## src/rtl/reorder_buffer_pkg.sv

```systemverilog
// Shared types for the Tomasulo reorder buffer and register status table.
package reorder_buffer_pkg;

    localparam int ROB_DEPTH = 16;
    localparam int ROB_XLEN  = 32;
    localparam int TAG_W     = 4;
    localparam int REG_W     = 5;

    typedef struct packed {
        logic                valid;
        logic                ready;
        logic                writes;
        logic                is_branch;
        logic                mispredict;
        logic [REG_W-1:0]    dest;
        logic [ROB_XLEN-1:0] value;
        logic [ROB_XLEN-1:0] target;
    } rob_entry_t;

    typedef struct packed {
        logic             busy;
        logic [TAG_W-1:0] rob;
    } reg_stat_t;

endpackage

```

## src/rtl/reorder_buffer.sv

```systemverilog
// Sixteen-entry circular reorder buffer: in-order allocate, out-of-order CDB capture,
// in-order commit with branch-mispredict flush.
module reorder_buffer
    import reorder_buffer_pkg::*;
#(
    parameter int XLEN = ROB_XLEN
) (
    input  logic            clk,
    input  logic            reset,
    input  logic            issue_valid,
    input  logic            issue_writes,
    input  logic [4:0]      issue_dest,
    input  logic            issue_is_branch,
    output logic [3:0]      issue_ROB,
    output logic            rob_full,
    input  logic            cdb_valid,
    input  logic [3:0]      cdb_ROB,
    input  logic [XLEN-1:0] cdb_value,
    input  logic            cdb_mispredict,
    input  logic [XLEN-1:0] cdb_target,
    input  logic [3:0]      Q_j,
    input  logic [3:0]      Q_k,
    output logic            j_ready,
    output logic            k_ready,
    output logic [XLEN-1:0] j_value,
    output logic [XLEN-1:0] k_value,
    input  logic            commit_stall,
    output logic            commit_valid,
    output logic            RegWrite,
    output logic [4:0]      commit_dest,
    output logic [3:0]      commit_ROB,
    output logic [XLEN-1:0] commit_value,
    output logic            flush,
    output logic [XLEN-1:0] flush_target
);

    rob_entry_t [ROB_DEPTH-1:0] entries;
    rob_entry_t                 head_e;
    logic [3:0]                 head;
    logic [3:0]                 tail;
    logic [4:0]                 count;
    logic                       alloc;
    logic                       capture;

    assign head_e    = entries[head];
    assign rob_full  = (count == 5'(ROB_DEPTH));
    assign issue_ROB = tail;

    // The count guard keeps a stale ready head from retiring when the buffer is empty.
    assign commit_valid = (count != 5'd0) && head_e.valid && head_e.ready && !commit_stall;
    assign RegWrite     = commit_valid & head_e.writes & ~head_e.is_branch;
    assign flush        = commit_valid & head_e.is_branch & head_e.mispredict;
    assign commit_dest  = head_e.dest;
    assign commit_ROB   = head;
    assign commit_value = head_e.value;
    assign flush_target = head_e.target;

    assign alloc   = issue_valid & ~rob_full & ~flush;
    assign capture = cdb_valid & entries[cdb_ROB].valid;

    always_comb begin
        j_ready = entries[Q_j].ready;
        j_value = entries[Q_j].value;
        k_ready = entries[Q_k].ready;
        k_value = entries[Q_k].value;
        if (cdb_valid && (cdb_ROB == Q_j)) begin
            j_ready = 1'b1;
            j_value = cdb_value;
        end
        if (cdb_valid && (cdb_ROB == Q_k)) begin
            k_ready = 1'b1;
            k_value = cdb_value;
        end
    end

    always_ff @(posedge clk) begin
        if (reset) begin
            entries <= '0;
            head    <= '0;
            tail    <= '0;
            count   <= '0;
        end else begin
            if (capture) begin
                entries[cdb_ROB].ready      <= 1'b1;
                entries[cdb_ROB].value      <= cdb_value;
                entries[cdb_ROB].mispredict <= cdb_mispredict;
                entries[cdb_ROB].target     <= cdb_target;
            end
            if (flush) begin
                // Only the valid bits are wiped; payload fields are rewritten on allocation.
                for (int i = 0; i < ROB_DEPTH; i++) begin
                    entries[i].valid <= 1'b0;
                end
                head  <= '0;
                tail  <= '0;
                count <= '0;
            end else begin
                if (alloc) begin
                    entries[tail].valid     <= 1'b1;
                    entries[tail].ready     <= 1'b0;
                    entries[tail].writes    <= issue_writes;
                    entries[tail].is_branch <= issue_is_branch;
                    entries[tail].dest      <= issue_dest;
                end
                if (commit_valid) begin
                    entries[head].valid <= 1'b0;
                end
                head  <= head + 4'(commit_valid);
                tail  <= tail + 4'(alloc);
                count <= count + 5'(alloc) - 5'(commit_valid);
            end
        end
    end

endmodule
```

## config.mk

```make
export PLATFORM = sky130hd
export DESIGN_NAME = reorder_buffer
export DESIGN_NICKNAME = d
export VERILOG_FILES = /design/src/rtl/reorder_buffer_pkg.sv /design/src/rtl/reorder_buffer.sv
export SDC_FILE = /design/constraint.sdc
export NUM_CORES = 2
export LEC_CHECK = 0
export BUFFER_PORTS_ARGS = -buffer_cell sky130_fd_sc_hd__buf_2
export CORE_ASPECT_RATIO = 1.1
export CORE_MARGIN = 8
export CORE_UTILIZATION = 50
export CTS_CLUSTER_DIAMETER = 50
export DETAILED_ROUTE_END_ITERATION = 6
export PLACE_DENSITY = 0.69
export SLEW_MARGIN = 30
export SYNTH_ARGS = -nofsm -noshare
export SYNTH_HDL_FRONTEND = slang
export SYNTH_SLANG_ARGS = --single-unit
export TNS_END_PERCENT = 50
```

## constraint.sdc

```tcl
create_clock -name clk -period 3.1 [get_ports clk]
set_input_delay 0.31 -clock clk [delete_from_list [all_inputs] [get_ports clk]]
set_output_delay 0.31 -clock clk [all_outputs]
set_load 0.1 [all_outputs]
```

==> impl_metrics.toml <==
[logic_synthesis]
synth-main-ff-cell = "dfxtp_1"
seq_area_frac_synth_pct = 40.12
ys_types = 47
synthTopCellsByCount = "2091 x nand2_1, 1197 x dfxtp_1, 1042 x a21oi_1, 694 x mux4_2, 483 x clkbuf_1"
synth_seq_cells = 1197
synthMostInstantiatedCell = "nand2_1"
async_flop_share_pct = 0
synth_edf_count = 0
syn_nets = 6354
yosys_warnings = 0
netlist_area_mm2 = 0.05973
syn-instance-count = 6254
yosys.area.top_type = "dfxtp_1"
yosys-top-cells-area = "dfxtp_1 40%, mux4_2 26%, nand2_1 13%"
synth_top_area_share_pct = 40.12
syn_area_per_cell_um2 = 9.551

[route]
wl_per_cell_um = 27.36
wirelength_um = 219000
ant_nets = 0
wl_met1_um = 76400
via_count = 51530
wl_met2_um = 101300
vias_per_cell = 6.439
drc_errors = 0
highest_layer = "met5"
drtPass1Iterations = 6
drt-initial-drc-count = 6991
met3_length_um = 27310

[floorplan]
core_area_mm2 = 0.1190
die-width_um = 345.6
initial_utilization_pct = 50.20
num_rows = 133
dieArea_mm2 = 0.1308
die_height_um = 378.5
io_pins = 236

[sta]
setup_viol = 74
rsz0062_at_grt = "true"
setup_ws_ns = -0.2609
slew_headroom_pct = 25.71
finalCritPeriodShare_pct = 108.4
finalClockSkew_ns = 0.02355
worstMarginPinSlew_ns = 1.114
hold_viol_final = 0
period_minus_slack_ns = 3.361
slew_violations = 0
max_freq_ghz = 0.2975

[setup_path]
r2r_slack_ns = -0.19
critPathMostFrequentCell = "mux4_2"
regToRegStartpoint = "commit_ROB[0]"
critPathTopFamily = "multiplexers"
r2r-end = "count[4]"
cp-start-kind = "flop"
worstPathArrival_ns = 3.05
cp_num_buf_inv = 4
required_ns = 2.79
cpPeakStageDelay_ns = 0.60
critPathMaxFanout = 19
end_kind = "output port"
cpMaxStageDelayCell = "mux4_2"
crit_chain = "buf_4, buf_12, bufbuf_16, mux4_2, mux4_2, buf_6"
r2r_cells = 16
path_class = "flop to output port"

[place]
dpl.hpwl_um = 122100
dp_slack_ns = -0.08373
portBuffers = 235
placed_area_mm2 = 0.06331
gp_routability_congestion = 0.8578
dp_cells = 7574

[pwr]
cellPowerDensity_mw_per_mm2 = 488.2
p_int_w = 0.02624
p_leak_nw = 24.00
p_switching_w = 0.008697
clkPwrFrac_pct = 48.9
p_comb_share_pct = 6.7
sw_frac_of_total_pct = 24.89
max-vdd-ir-drop_v = 0.0005274
pwr-share-seq_pct = 44.4

[clock_network]
htree_levels = 4
cts_buffers = 141
cts_tree = "done"
clkSinkCount = 1197
worstSkewPairLatency_ns = 0.78
clk_path_buf_depth = 3
clkSlewWorstSetupHoldPaths_ns = 0.06
cts_root_buffer = "clkbuf_16"

[global_route]
grt_max_degree = 144
grt-ovfl-total = 0
grt.total_usage_pct = 32.35
antenna_found_initial = 21
grt_pass1_vias = 50850
grt_pass1_wl_um = 322700

[hold_path]
hold_end = "entries[221]"
hold_start = "issue_valid"
hold_depth = 6
hold_path_class = "input port to flop"

[finish]
postLayoutCellArea_mm2 = 0.07157
drive_above_1_share_pct = 25.00
nNetsFinal = 6426
area_growth_pct = 19.82
fin_util_pct = 60.16
fin_cells = 8004

[status]
status = "finished with violations"
failed_checks = "negative setup slack"

[job]
maxCapViolCount = 0
## what timing repair did
action / 4_1_cts / 5_1_grt
hold buffers: 66 / 0
buffers inserted: 27 / 25
endpoints found under the hold margin: 1040 / 0
pin swaps: 3 / 13
endpoints found under the setup margin: 74 / 80
resized for setup: 285 / 26
gates cloned: 33 / 11
## layout make-up
type | instances | area (um^2)
Tap cell | 1552 | 1942
Fill cell | 9516 | 47410
Antenna cell | 16 | 40.04
Sequential cell | 1197 | 23980
Inverter | 15 | 60.06
Clock inverter | 64 | 750.7
Timing Repair Buffer | 606 | 7418
Clock buffer | 189 | 4034
Multi-Input combinational cell | 4365 | 33350
## power groups by stage
| stage | clock, W | sequential, W | combinational, W |
|---|---|---|---|
| 6_report | 0.0171 | 0.0155 | 0.00235 |
| 3_5_place_dp | 0 | 0.0158 | 0.00217 |
| 3_3_place_gp | 0 | 0.0158 | 0.00216 |
| 4_1_cts | 0.0172 | 0.0155 | 0.00230 |
| 5_1_grt | 0.0178 | 0.0155 | 0.00245 |
| 2_1_floorplan | 0 | 0.0159 | 0.00150 |
## per-layer routing
| metal | vias up | GRT usage (%) |
|---|---|---|
| li1 | 22030 | - |
| met2 | 3526 | 52.38 |
| met4 | 6 | 17.95 |
| met3 | 892 | 7.806 |
| met1 | 25080 | 39.93 |
| met5 | - | 0 |
## logic make-up after synthesis
logic type      share of synthesized area (%)
xor+xnor                               0.2346
fa+ha+maj                              0.2430
simple gates                            15.76
flops                                   40.12
compound gates                          9.503
buf+inv                                 4.732
mux                                     29.41
## how the worst max path moves through the flow
| stage | to | from | depth (start not counted) |
|---|---|---|---|
| 2_1_floorplan | count[4] | commit_ROB[0] | 15 |
| 3_3_place_gp | count[4] | commit_ROB[1] | 14 |
| 3_5_place_dp | count[4] | commit_ROB[1] | 14 |
| 4_1_cts | flush_target[2] | commit_ROB[0] | 7 |
| 5_1_grt | count[4] | commit_ROB[0] | 16 |
| 6_report | flush_target[8] | commit_ROB[1] | 6 |
## state kept, by name, indices dropped and copies added (netlist names)
register	cells
count	5
entries	1184
commit_ROB	4
issue_ROB	4
## layout by cell type (no fill, tap or decap), types with 17 or more instances in the layout
| cell type | n |
|---|---|
| a21oi_1 | 1040 |
| clkbuf_16 | 156 |
| clkbuf_8 | 26 |
| buf_12 | 121 |
| nor2_1 | 80 |
| mux2i_1 | 119 |
| buf_2 | 142 |
| mux4_2 | 694 |
| clkbuf_1 | 20 |
| buf_16 | 38 |
| dlygate4sd3_1 | 66 |
| dfxtp_1 | 1193 |
| nand3_4 | 17 |
| buf_8 | 31 |
| nand2_1 | 2090 |
| buf_4 | 147 |
| buf_6 | 39 |
| mux2_2 | 64 |
| nand2b_1 | 121 |
| and3_4 | 18 |
## worst reg2reg max path, cell delays in order (launching register included)
cell and delay, ns:
dfxtp_4 0.39, buf_12 0.14, buf_8 0.12, mux4_2 0.52, o311a_4 0.35, nand3_4 0.10, buf_6 0.11, o21ai_4 0.06
ha_4 0.27, inv_2 0.04, ha_4 0.16, fa_2 0.37, a21oi_2 0.15, nor2_1 0.05, nor2_1 0.15, xnor2_1 0.13
nor2_1 0.05
## stage by stage
stage | TNS (ns) | hold WS (ns) | total power, W
global placement | -0.1424 | 0.4382 | 0.01801
finish | -12.57 | 0.2056 | 0.03494
floorplan | -3.295 | 0.4331 | 0.01738
global route | -16.26 | 0.2331 | 0.03576
CTS | -14.52 | 0.1746 | 0.03496
detailed placement | -0.08373 | 0.4436 | 0.01801
(Power assumes the default switching activity.)
